==> config.mk <==
export PLATFORM = sky130hd
export DESIGN_NAME = cpu_addr_path
export DESIGN_NICKNAME = d
export VERILOG_FILES = /design/src/rtl/cpu_addr_path.sv
export SDC_FILE = /design/constraint.sdc
export NUM_CORES = 1
export LEC_CHECK = 0
export ABC_AREA = 1
export BUFFER_PORTS_ARGS = -buffer_cell sky130_fd_sc_hd__buf_2
export CAP_MARGIN = 40
export CORE_UTILIZATION = 29
export CTS_BUF_LIST = sky130_fd_sc_hd__clkbuf_8
export CTS_CLUSTER_SIZE = 20
export DETAILED_ROUTE_END_ITERATION = 12
export SLEW_MARGIN = 30
export SYNTH_ARGS = -nofsm -noshare
export SYNTH_HDL_FRONTEND = slang
export SYNTH_SLANG_ARGS = --single-unit
==> constraint.sdc <==
create_clock -name CLK -period 1.7 [get_ports CLK]
set_input_delay 0.17 -clock CLK [delete_from_list [all_inputs] [get_ports CLK]]
set_output_delay 0.17 -clock CLK [all_outputs]
set_load 0.02 [all_outputs]
==> src/rtl/cpu_addr_path.sv <==
// CPU register/address datapath: PC, IRU/IRL, SP and stack depth tracking,
// plus the single RAM address/write-data mux driven by the control FSM strobes.
module cpu_addr_path #(
    parameter int                ADDR_W   = 8,
    parameter int                DATA_W   = 8,
    parameter logic [ADDR_W-1:0] SP_INIT  = ADDR_W'(8'h00),
    parameter logic [ADDR_W-1:0] SP_LIMIT = ADDR_W'(8'hE0)
) (
    input  logic              CLK,
    input  logic              RESET,
    input  logic              FETCH,
    input  logic              INC_PC,
    input  logic              LOAD_PC,
    input  logic              LOAD_IRU,
    input  logic              LOAD_IRL,
    input  logic              LOAD_SP,
    input  logic              SP_INC,
    input  logic              SP_DEC,
    input  logic              DO_PUSH,
    input  logic              DO_POP,
    input  logic              DO_JSR,
    input  logic              DO_RTS,
    input  logic              SP_ADDR,
    input  logic              STORE_MEM,
    input  logic [DATA_W-1:0] ac,
    input  logic [DATA_W-1:0] mem_rdata,
    output logic [7:0]        opcode,
    output logic [ADDR_W-1:0] irl,
    output logic [ADDR_W-1:0] pc,
    output logic [ADDR_W-1:0] sp,
    output logic [ADDR_W-1:0] mem_addr,
    output logic [DATA_W-1:0] mem_wdata,
    output logic              mem_we,
    output logic [ADDR_W:0]   depth,
    output logic              stk_ovf,
    output logic              stk_unf,
    output logic              stk_err
);

    localparam logic [ADDR_W:0] DEPTH_MAX = {1'b1, {ADDR_W{1'b0}}};

    logic [ADDR_W-1:0] pc_q, pc_d;
    logic [ADDR_W-1:0] irl_q, irl_d;
    logic [ADDR_W-1:0] sp_q, sp_d;
    logic [7:0]        iru_q, iru_d;
    logic [ADDR_W:0]   depth_q, depth_d;
    logic              rd_hold_q, rd_hold_d;
    logic              ovf_q, ovf_d;
    logic              unf_q, unf_d;
    logic              err_q, err_d;
    logic [ADDR_W-1:0] sp_m1, sp_p1;
    logic              unused_push;

    // Push is fully described by SP_ADDR/SP_DEC/STORE_MEM; the qualifier is informational.
    assign unused_push = DO_PUSH;

    assign sp_m1 = sp_q - ADDR_W'(1);
    assign sp_p1 = sp_q + ADDR_W'(1);

    // rd_hold keeps the stack address live through the second read phase of POP/RTS.
    always_comb begin
        if (SP_ADDR || rd_hold_q) begin
            mem_addr = SP_DEC ? sp_m1 : sp_q;
        end else if (FETCH) begin
            mem_addr = pc_q;
        end else begin
            mem_addr = irl_q;
        end
    end

    assign mem_wdata = DO_JSR ? DATA_W'(pc_q) : ac;
    assign mem_we    = STORE_MEM;

    always_comb begin
        pc_d      = pc_q;
        iru_d     = iru_q;
        irl_d     = irl_q;
        sp_d      = sp_q;
        depth_d   = depth_q;
        ovf_d     = ovf_q;
        unf_d     = unf_q;
        err_d     = err_q;
        rd_hold_d = (DO_POP || DO_RTS) && !rd_hold_q;

        if (LOAD_PC) begin
            pc_d = rd_hold_q ? ADDR_W'(mem_rdata) : irl_q;
        end else if (INC_PC) begin
            pc_d = pc_q + ADDR_W'(1);
        end

        if (LOAD_IRU) iru_d = 8'(mem_rdata);
        if (LOAD_IRL) irl_d = ADDR_W'(mem_rdata);

        // SP still wraps on over/underflow; only the sticky flag records the fault.
        if (LOAD_SP) begin
            sp_d    = irl_q;
            depth_d = '0;
            ovf_d   = 1'b0;
            unf_d   = 1'b0;
            err_d   = 1'b0;
        end else if (SP_INC && SP_DEC) begin
            err_d = 1'b1;
        end else if (SP_DEC) begin
            sp_d = sp_m1;
            if (sp_q == SP_LIMIT) ovf_d = 1'b1;
            if (depth_q != DEPTH_MAX) depth_d = depth_q + (ADDR_W+1)'(1);
        end else if (SP_INC) begin
            sp_d = sp_p1;
            if (sp_q == SP_INIT) unf_d = 1'b1;
            if (depth_q != '0) depth_d = depth_q - (ADDR_W+1)'(1);
        end
    end

    always_ff @(posedge CLK or posedge RESET) begin
        if (RESET) begin
            pc_q      <= '0;
            iru_q     <= '0;
            irl_q     <= '0;
            sp_q      <= SP_INIT;
            depth_q   <= '0;
            rd_hold_q <= 1'b0;
            ovf_q     <= 1'b0;
            unf_q     <= 1'b0;
            err_q     <= 1'b0;
        end else begin
            pc_q      <= pc_d;
            iru_q     <= iru_d;
            irl_q     <= irl_d;
            sp_q      <= sp_d;
            depth_q   <= depth_d;
            rd_hold_q <= rd_hold_d;
            ovf_q     <= ovf_d;
            unf_q     <= unf_d;
            err_q     <= err_d;
        end
    end

    assign opcode  = iru_q;
    assign irl     = irl_q;
    assign pc      = pc_q;
    assign sp      = sp_q;
    assign depth   = depth_q;
    assign stk_ovf = ovf_q;
    assign stk_unf = unf_q;
    assign stk_err = err_q;

endmodule

Word-level counts from Yosys, hierarchy flattened
Index checks and enable logic that the tools add are counted.
{"block": "totals", "output_inout_bits": 61, "ram_bits": 0, "regBits": 45, "romBits": 0, "n_memories": 0, "latchBits": 0}
{"block": "op_classes", "add_sub_neg": 5, "n_div": 0, "magnitude_cmp": 0, "bitwise": 0, "mul": 0, "eq_ne": 5, "n_mux": 28, "shifts": 0, "reduce_logical": 19}
{"cell": "$mux W8", "n": 11}
{"cell": "$mux W9", "n": 6}
{"cell": "$add A8 B1 Y8 const B", "n": 2}
{"cell": "$reduce_bool A2 Y1", "n": 6}
{"cell": "$mux W1", "n": 11}
{"cell": "$add A9 B1 Y9 const B", "n": 1}
{"cell": "$ne A9 B9 Y1 const B", "n": 1}
{"cell": "$reduce_bool A9 Y1", "n": 1}
{"cell": "$sub A9 B1 Y9 const B", "n": 1}
{"cell": "$eq A8 B8 Y1 const B", "n": 1}
{"cell": "$logic_not A8 Y1", "n": 1}
{"cell": "$reduce_and A4 Y1", "n": 2}
{"cell": "$sub A8 B1 Y8 const B", "n": 1}
{"cell": "$reduce_bool A3 Y1", "n": 2}
{"cell": "$ne A2 B2 Y1 const B", "n": 2}
{"cell": "$ne A3 B2 Y1 const B", "n": 1}
{"cell": "$reduce_and A3 Y1", "n": 1}
{"cell": "$logic_and A1 B1 Y1", "n": 2}
{"cell": "$logic_or A1 B1 Y1", "n": 2}
{"cell": "$reduce_and A2 Y1", "n": 1}
{"cell": "$logic_not A1 Y1", "n": 1}

Logic depth before layout (Yosys ltp)
Gate-level depths: netlist of the first run.
{"block": "logic_depth", "word_depth": 6, "ltp_mapped": 10, "mapped_depth_nobuf": 10}

Least setup slack after synthesis of the first run
No wires, ideal clock.
{"block": "synth_timing", "kind": "register to output", "startpoint": "register sp_q[0], in the netlist sp[0]", "endpoint": "output port mem_addr[6]", "stages_incl_launch_ff": 8, "setup_slack_ns": -0.042, "t_required_ns": 1.530, "n_path_buf": 0, "arrival_time_ns": 1.572, "path_cell_list": "dfrtp_1 inv_1 ha_1 inv_1 nor2_1 nand4_1 nand3_1 a31oi_1"}
{"block": "synth_via", "elab_chain_cells": 3}
{"element": "start, declared", "line": "44", "text": "logic [ADDR_W-1:0] sp_q, sp_d;"}
{"element": "start signal, assigned", "line": "129", "text": "sp_q <= sp_d;"}
{"element": "$sub A8 B1 Y8", "line": "57", "text": "assign sp_m1 = sp_q - ADDR_W'(1);"}
{"element": "$mux W8", "line": "63", "text": "mem_addr = SP_DEC ? sp_m1 : sp_q;"}
{"element": "$mux W8", "line": "62", "text": "if (SP_ADDR || rd_hold_q) begin"}
{"element": "end, declared", "line": "31", "text": "output logic [ADDR_W-1:0] mem_addr,"}
No other way between the ends.

Worst setup path after layout of the first run
{"block": "layout_timing", "startpoint": "register sp_q[3], in the netlist sp[3]", "endpoint": "output port mem_addr[3]"}
{"block": "layout_via", "elab_chain_cells": 3}
{"element": "$sub A8 B1 Y8", "line": "57"}
{"element": "$mux W8 *", "line": "63"}
{"element": "$mux W8 *", "line": "62"}
Every way passes the cells marked *; elsewhere a longest branch is shown, timed or not.

==> impl_metrics.ini, run 1 <==
[sta]
setup_ws_ns = -0.1185
layout_min_cycle_time_ns = 1.819
setup_viol = 7
hold_viol = 0
holdWs_ns = 0.07869
skew_ns = 0.006055
timing.fmax_ghz = 0.5499
slew_headroom_pct = 68.66
rsz0062_at_grt = true
timing.setup.tns_ns = -0.6000
worst_pin_slew_ns = 0.4695
slew_viol_final = 0
min_period_over_period_pct = 107.0

[synth]
synth_edf_count = 0
ys_seq_area_share_pct = 36.66
syn-num-nets = 474
postSynth.asyncResetShare_pct = 100.0
synth_cell_type_count = 35
yosysTopAreaCell = dfrtp_1
yosysWarnings = 0
syn-instance-count = 430
synth_top_area_share_pct = 36.66
synth_ff_type = dfrtp_1
synth.avg_cell_area_um2 = 7.143
synth-seq-cells = 45
synthTopCellsByArea = dfrtp_1 37%, nand2_1 12%, a21oi_1 6.5%, o21ai_0 6.4%, nor2_1 6.1%
synth.cell_area_um2 = 3072

[hold_path]
min_path_type = input port to flop

[clocking]
cts_sinks = 45
clk_latency_ns = 0.31
clkSlewWorstSetupHoldPaths_ns = 0.10
cts_tree = done
cts_inserted_buffers = 5
cts-root-buf = clkbuf_8
clk_path_buf_depth = 2
cts_max_level = 2

[critical_path]
reg2reg_slack_ns = 0.15
reg2reg_from = depth[5]
path_buf_inv = 3
crit_end = mem_addr[3]
worstSetupStartpointType = flop
crit_type = flop to primary output
cp_slowest_cell = dfrtp_2
crit_start = sp[3]
cp_slowest_stage_delay_ns = 0.50
crit_arrival_ns = 1.65
crit_chain = buf_4 > inv_1 > nor2_1 > o21ai_1 > o21ai_1 > nand2_1 > nand2_1 > buf_6
reg2reg_to = depth[8]
reg2reg_depth = 7
cp_top_family = flip-flops
worstSetupEndpointType = primary output
worst_ep_required_time_ns = 1.53
path_depth = 8
cp_max_fo = 6

[layout]
antenna_cells = 0
final_area_um2 = 4195
nets = 586
area_delta_synth_final_pct = 36.58
drive_gt1_share_pct = 35.54
final_cell_mix = 96 x nand2_1, 81 x buf_2, 43 x nor2_1, 41 x dfrtp_1, 37 x inv_1
final_common_cell = nand2_1

[place]
hpwl_um = 7213
port-buffer-count = 89
dpl_cell_area_um2 = 3766
gp_congestion = 0.8987

[routing]
drt-pass1-iter-count = 6
drtIter0Drc = 148
drt-wirelength-per-cell_um = 14.34
finalWirelength_um = 9736
via_count = 3375
remaining_drc_errors = 0
ant_nets = 0
routed_via_density = 4.971

[floorplan]
dieArea_um2 = 11010
die_width_um = 104.9
start_util_pct = 29.89
num_rows = 37
core_area_um2 = 10280
die_y_um = 104.9
io_pins = 93

[run]
drv_cap = 0

[grt]
overflow = 0
grtUsageMet3_pct = 2.745
use_met2_pct = 28.71
busiest_layer = met2
grt_usage_pct = 17.68
grt_max_degree = 26
grt_pass1_wl_um = 15840
grt_pass1_vias = 3149
antenna_found_initial = 0
grt_util_met1_pct = 23.77

[status]
outcome = complete, but fails checks
violations = setup timing

[power]
leakagePower_uw = 0.002079
peakVddDrop_v = 0.0003892
pwr_density_cell_nw_per_um2 = 1110
==> repair_timing <==
action	CTS	global route
hold endpoints to repair	23	0
setup endpoints to repair	8	14
hold buffers	1	0
setup buffers	8	9
pin swaps	4	14
resized for setup	30	39
==> per-layer routing <==
| metal | share of wire [%] | up-vias | wire length, um |
|---|---|---|---|
| met5 | 0 | - | 0 |
| met4 | 1.9 | 0 | 189 |
| met3 | 5.5 | 17 | 533 |
| met2 | 47 | 111 | 4581 |
| met1 | 46 | 1607 | 4431 |
| li1 | - | 1640 | - |
==> report_power, final <==
group          switching [uW]  internal (uW)
Sequential                264           1270
Clock                     430            301
Combinational            1440            950
Total                    2130           2520
==> registers in the layout, indices dropped and copies added, names as in the netlist <==
name,cells
rd_hold_q,1
depth,9
pc,8
stk_ovf,1
stk_unf,1
opcode,8
irl,8
stk_err,1
sp,8
==> per-stage QoR <==
step	setup slack, ns	power, uW	instances	util [%]
5_1_grt	-0.2163	5013	679	40.82
6_report	-0.1185	4656	679	40.82
3_3_place_gp	0.1309	3589	655	36.63
4_1_cts	-0.1032	4491	672	38.95
2_1_floorplan	0.05014	2928	430	-
3_5_place_dp	0.1125	3619	655	36.64
==> worst reg2reg max path, cell delays in order, from the launching register on <==
cell and delay, ns:
dfrtp_1 0.43, ha_1 0.35, a21oi_1 0.25, nor2_1 0.06, nor2_1 0.14, nand3_1 0.09
nand3_1 0.09, nand2_1 0.05
==> layout make-up <==
cell class	instances	area [um2]
Sequential cell	45	1131
Multi-Input combinational cell	324	1876
Fill cell	1081	6082
Tap cell	136	170.2
Inverter	45	170.2
Clock inverter	3	25.02
Clock buffer	5	68.82
Timing Repair Buffer	121	754.5
==> synthesized netlist by cell type (6+ instances only) <==
| master | count |
|---|---|
| a21oi_1 | 40 |
| clkbuf_1 | 11 |
| dfrtp_1 | 45 |
| ha_1 | 11 |
| inv_1 | 42 |
| mux2_2 | 10 |
| nand2_1 | 102 |
| nand3_1 | 30 |
| nor2_1 | 50 |
| o211ai_1 | 6 |
| o21ai_0 | 39 |
==> worst min-delay path by stage <==
| stage | startpoint | end | cells after the start | slack [ns] |
|---|---|---|---|---|
| floorplan | LOAD_IRL | irl[2] | 1 | 0.28 |
| global placement | RESET | opcode[2] | 2 | 0.31 |
| detailed placement | RESET | opcode[2] | 2 | 0.20 |
| CTS | DO_POP | rd_hold_q | 3 | 0.07 |
| global route | mem_rdata[7] | irl[7] | 3 | 0.08 |
| finish | DO_POP | rd_hold_q | 3 | 0.08 |
==> kinds of logic (layout without fill, tap and decap cells) <==
family / count (synthesis) / after routing / synth area share, %
adder cells (fa/ha/maj): 12 / 12 / 5.132
XOR/XNOR: 6 / 6 / 1.711
multiplexers: 10 / 10 / 3.666
flip-flops: 45 / 45 / 36.66
buffers and inverters: 61 / 174 / 7.902
AO/OA/AOI/OAI: 102 / 102 / 18.53
AND/OR/NAND/NOR: 194 / 194 / 26.40
No activity file was read; power rests on OpenSTA's default activity.
==> run 2: changes to the inputs <==
--- a/config.mk
+++ b/config.mk
@@ -6,12 +6,14 @@
 export NUM_CORES = 1
 export LEC_CHECK = 0
 export ABC_AREA = 1
-export BUFFER_PORTS_ARGS = -buffer_cell sky130_fd_sc_hd__buf_2
+export BUFFER_PORTS_ARGS = -buffer_cell sky130_fd_sc_hd__clkbuf_2
 export CAP_MARGIN = 40
 export CORE_UTILIZATION = 29
 export CTS_BUF_LIST = sky130_fd_sc_hd__clkbuf_8
 export CTS_CLUSTER_SIZE = 20
 export DETAILED_ROUTE_END_ITERATION = 12
+export GPL_ROUTABILITY_DRIVEN = 0
+export PLACE_DENSITY = 0.54
 export SLEW_MARGIN = 30
 export SYNTH_ARGS = -nofsm -noshare
 export SYNTH_HDL_FRONTEND = slang
==> impl_metrics.ini, run 2 (synthesized netlist as in run 1, its figures left out) <==
[sta]
rsz0062_at_grt = true
slew_viol_final = 0
holdWs_ns = 0.1145
layout_min_cycle_time_ns = 1.831
skew_ns = 0.008415
setup_ws_ns = -0.1308
worst_pin_slew_ns = 0.4378
timing.fmax_ghz = 0.5462
hold_viol = 0
min_period_over_period_pct = 107.7
slew_headroom_pct = 70.70
setup_viol = 7

[run]
drv_cap = 0

[clocking]
cts_inserted_buffers = 5
cts-root-buf = clkbuf_8
cts_tree = done
cts_max_level = 2
clk_path_buf_depth = 2
clkSlewWorstSetupHoldPaths_ns = 0.09
cts_sinks = 45
clk_latency_ns = 0.30

[grt]
antenna_found_initial = 0
grt_max_degree = 19
grt_pass1_vias = 3211
grt_usage_pct = 18.54
grt_pass1_wl_um = 16350
overflow = 0

[critical_path]
reg2reg_to = depth[7]
reg2reg_slack_ns = 0.13
reg2reg_from = depth[4]
crit_arrival_ns = 1.66
worstSetupStartpointType = flop
worst_ep_required_time_ns = 1.53
worstSetupEndpointType = primary output
crit_type = flop to primary output
reg2reg_depth = 7
cp_max_fo = 4

[routing]
via_count = 3359
ant_nets = 0
routed_via_density = 4.889
drt-pass1-iter-count = 5
drtIter0Drc = 154
remaining_drc_errors = 0
drt-wirelength-per-cell_um = 14.55
finalWirelength_um = 9994

[place]
hpwl_um = 7400
place_ws_ns = 0.07647
port-buffer-count = 89

[hold_path]
min_to = rd_hold_q
whs_path_depth = 3
min_path_type = input port to flop
min_from = DO_POP

[power]
leakagePower_uw = 0.002126
peakVddDrop_v = 0.0003460
pwr_density_cell_nw_per_um2 = 1095

[layout]
area_delta_synth_final_pct = 38.45
final_cell_mix = 99 x nand2_1, 81 x clkbuf_2, 42 x nor2_1, 41 x dfrtp_1, 38 x buf_4
seqCellArea_um2 = 1131
antenna_cells = 0
nets = 594
final_common_cell = nand2_1
drive_gt1_share_pct = 36.66
largest_register_ffs = 9
fillers = 1112
multi_input_area_um2 = 1884

[floorplan]
die_y_um = 104.9
start_util_pct = 29.89
dieArea_um2 = 11010
num_rows = 37
core_area_um2 = 10280
io_pins = 93
die_width_um = 104.9

[status]
outcome = complete, but fails checks
violations = setup timing
## run 2: cell count changes in the layout (fill, tap and decap cells not counted), moves of 2 or more
| cell | delta |
|---|---|
| clkbuf_2 | +81 |
| buf_2 | -80 |
| buf_4 | +9 |
| buf_6 | -7 |
| clkbuf_8 | +5 |
| nand2_1 | +3 |
| nand2_2 | -3 |
| inv_6 | -2 |
| nor2_4 | +2 |
## run 2: metal layers
layer	vias to the layer above	wire length, um	share of wire [%]	global-route usage, %
li1	1657	-	-	-
met1	1596	4649	47	25.23
met2	92	4787	48	30.18
met3	14	400	4.0	2.870
met4	0	156	1.6	5.634
met5	-	0	0	0
## run 2: layout make-up
class	instances	share of cell area [%]
multi-input combinational	324	44.31
sequential	45	26.60
timing repair buffer	129	19.09
tap	136	4.001
inverter	45	3.972
clock buffer	5	1.618
clock inverter	3	0.4119
## run 2: critical path, stage by stage (launching register included)
cell	delay, ns
dfrtp_1	0.41
inv_2	0.12
ha_4	0.17
nand2_2	0.08
a21oi_2	0.14
o21ai_2	0.09
a21oi_2	0.18
clkbuf_8	0.17
## run 2: stage by stage
stage | utilization, % | std cells | TNS [ns] | cell area (um2) | power (uW)
floorplan | - | 430 | 0 | 3092 | 2928
global placement | 36.88 | 660 | 0 | 3790 | 3653
detailed placement | 36.88 | 660 | 0 | 3790 | 3682
CTS | 40.42 | 683 | -0.6413 | 4154 | 4592
global route | 41.38 | 687 | -1.308 | 4253 | 5012
finish | 41.38 | 687 | -0.6008 | 4253 | 4658
## run 2: report_power, final
part           internal, uW  total (uW)  switching (uW)
clock network           285         670             385
registers              1270        1540             265
logic                   986        2450            1460
## run 2: worst max path at each step
stage / slack (ns) / startpoint / depth (start not counted) / endpoint
6_report: -0.13 / sp[1] / 7 / mem_addr[4]
5_1_grt: -0.21 / sp[1] / 7 / mem_addr[4]
4_1_cts: -0.14 / sp[1] / 7 / mem_addr[4]
3_5_place_dp: 0.08 / sp[1] / 7 / mem_addr[4]
3_3_place_gp: 0.11 / sp[1] / 7 / mem_addr[4]
2_1_floorplan: 0.05 / sp[0] / 7 / mem_addr[6]
## run 2: timing repair
| action | CTS | global route |
|---|---|---|
| gates resized for setup | 50 | 23 |
| endpoints found under the hold margin | 15 | 0 |
| buffers inserted | 14 | 7 |
| gates cloned | 0 | 1 |
| endpoints found under the setup margin | 8 | 13 |
| hold buffers | 1 | 0 |
| pin swaps | 15 | 18 |
==> run 3: changes to the inputs <==
--- a/config.mk
+++ b/config.mk
@@ -8,6 +8,7 @@
 export ABC_AREA = 1
 export BUFFER_PORTS_ARGS = -buffer_cell sky130_fd_sc_hd__clkbuf_2
 export CAP_MARGIN = 40
+export CORE_MARGIN = 1.5
 export CORE_UTILIZATION = 29
 export CTS_BUF_LIST = sky130_fd_sc_hd__clkbuf_8
 export CTS_CLUSTER_SIZE = 20
==> impl_metrics.ini, run 3 (synthesized netlist as in run 1, its figures left out) <==
[status]
outcome = complete, but fails checks
violations = setup timing

[power]
p_sw_uw = 2072
power_uw = 4570
pwr-share-clk_pct = 16.0
peakVddDrop_v = 0.0004224
combPwrFrac_pct = 50.5
intPower_uw = 2498
seqPwrFrac_pct = 33.5
leakagePower_uw = 0.002073
netSwitchingFraction_pct = 45.34
pwr_density_cell_nw_per_um2 = 1112

[sta]
min_period_over_period_pct = 106.1
timing.fmax_ghz = 0.5542
worst_pin_slew_ns = 0.4284
setup_ws_ns = -0.1044
setup_viol = 7
skew_ns = 0.004417
rsz0062_at_grt = true
hold_viol = 0
layout_min_cycle_time_ns = 1.804
slew_headroom_pct = 71.34
slew_viol_final = 0

[grt]
grt_pass1_vias = 3190
overflow = 0
grt_usage_pct = 17.85
grt_pass1_wl_um = 16100
antenna_found_initial = 0
grt_max_degree = 29

[routing]
via_count = 3309
finalWirelength_um = 9702
drtIter0Drc = 148
drt-wirelength-per-cell_um = 14.31
ant_nets = 0
remaining_drc_errors = 0
drt-pass1-iter-count = 4
routed_via_density = 4.881

[critical_path]
cp_slowest_cell = dfrtp_2
worstSetupStartpointType = flop
path_buf_inv = 2
crit_chain = inv_4 > ha_4 > nand3_1 > nand2_1 > nand3_2 > a31oi_2 > clkbuf_8
worst_ep_required_time_ns = 1.53
cp_top_family = flip-flops
reg2reg_depth = 7
cp_max_fo = 4
crit_type = flop to primary output
worstSetupEndpointType = primary output
path_depth = 7
crit_arrival_ns = 1.63
cp_slowest_stage_delay_ns = 0.46

[clocking]
clk_latency_ns = 0.31
cts-root-buf = clkbuf_8
cts_max_level = 2
clk_path_buf_depth = 2
clkSlewWorstSetupHoldPaths_ns = 0.10
cts_tree = done
cts_sinks = 45
cts_inserted_buffers = 5

[layout]
largest_register_ffs = 9
drive_gt1_share_pct = 32.66
final_cell_mix = 99 x nand2_1, 81 x clkbuf_2, 44 x nor2_1, 42 x dfrtp_1, 37 x inv_1
fillers = 1115
final_area_um2 = 4110
area_delta_synth_final_pct = 33.81
finish.utilization_pct = 39.99
antenna_cells = 0
nets = 585
final_common_cell = nand2_1

[place]
port-buffer-count = 89
hpwl_um = 7344
place_ws_ns = 0.1037
dpl_cell_area_um2 = 3780

[floorplan]
io_pins = 93
die_y_um = 105.9
core_area_um2 = 10280
num_rows = 37
start_util_pct = 29.89
die_width_um = 105.9
dieArea_um2 = 11220

[hold_path]
whs_path_depth = 3
min_path_type = input port to flop

[run]
drv_cap = 0
## run 3: cell types whose count changed in the layout (fill, tap and decap cells not counted), moves of 3 or more
cell	previous run	this run
a21oi_2	11	8
o21ai_2	5	1
nor2_4	5	0
a21oi_1	33	36
o21ai_1	2	5
nand3_2	5	2
nor2_2	4	7
nand3_1	26	29
buf_4	38	29
## run 3: timing repair
| action | in CTS | in global routing |
|---|---|---|
| hold buffers | 1 | 0 |
| pin swaps | 3 | 8 |
| setup endpoints to repair | 8 | 10 |
| setup buffers | 7 | 5 |
| endpoints found under the hold margin | 17 | 0 |
| resized for setup | 32 | 18 |
## run 3: worst min-delay path, stage by stage
cell and delay, ns:
clkbuf_2 0.07, nor2_1 0.04, nor2_1 0.08
## run 3: worst paths after layout
kind                       startpoint           to  slack (ns)
setup / recovery                sp[1]  mem_addr[6]       -0.10
hold / removal                 DO_POP    rd_hold_q        0.09
setup reg to reg             depth[5]     depth[8]        0.16
hold reg to reg               stk_unf      stk_unf        0.51
max in group asynchronous       RESET        sp[2]        0.82
min in group asynchronous       RESET    opcode[4]        0.37
## run 3: final cells by class
type | instances | area (um2) | share of cell area [%]
Clock inverter | 3 | 25.02 | 0.6088
Tap cell | 136 | 170.2 | 4.140
Inverter | 45 | 171.4 | 4.170
Multi-Input combinational cell | 324 | 1783 | 43.38
Timing Repair Buffer | 120 | 762.0 | 18.54
Sequential cell | 45 | 1130 | 27.49
Clock buffer | 5 | 68.82 | 1.674
## run 3: per-layer routing
| layer | up-vias | wire length [um] | global-route usage [%] |
|---|---|---|---|
| li1 | 1645 | - | - |
| met3 | 11 | 500 | 2.636 |
| met1 | 1547 | 4608 | 25.15 |
| met4 | 0 | 108 | 4.633 |
| met5 | - | 0 | 0 |
| met2 | 106 | 4484 | 28.62 |
## run 3: power by group through the flow
stage,sequential (uW),combinational [uW],clock (uW)
global placement,1540,2080,0
finish,1530,2310,733
floorplan,1720,1210,0
CTS,1530,2240,750
global route,1560,2560,807
detailed placement,1540,2100,0
## run 3: per-stage QoR
step / setup TNS, ns / std cells / hold WS (ns)
5_1_grt: -1.244 / 678 / 0.07590
3_3_place_gp: 0 / 657 / 0.1716
3_5_place_dp: 0 / 657 / 0.1745
2_1_floorplan: 0 / 430 / 0.2782
6_report: -0.4366 / 678 / 0.08598
4_1_cts: -0.5001 / 673 / 0.08548
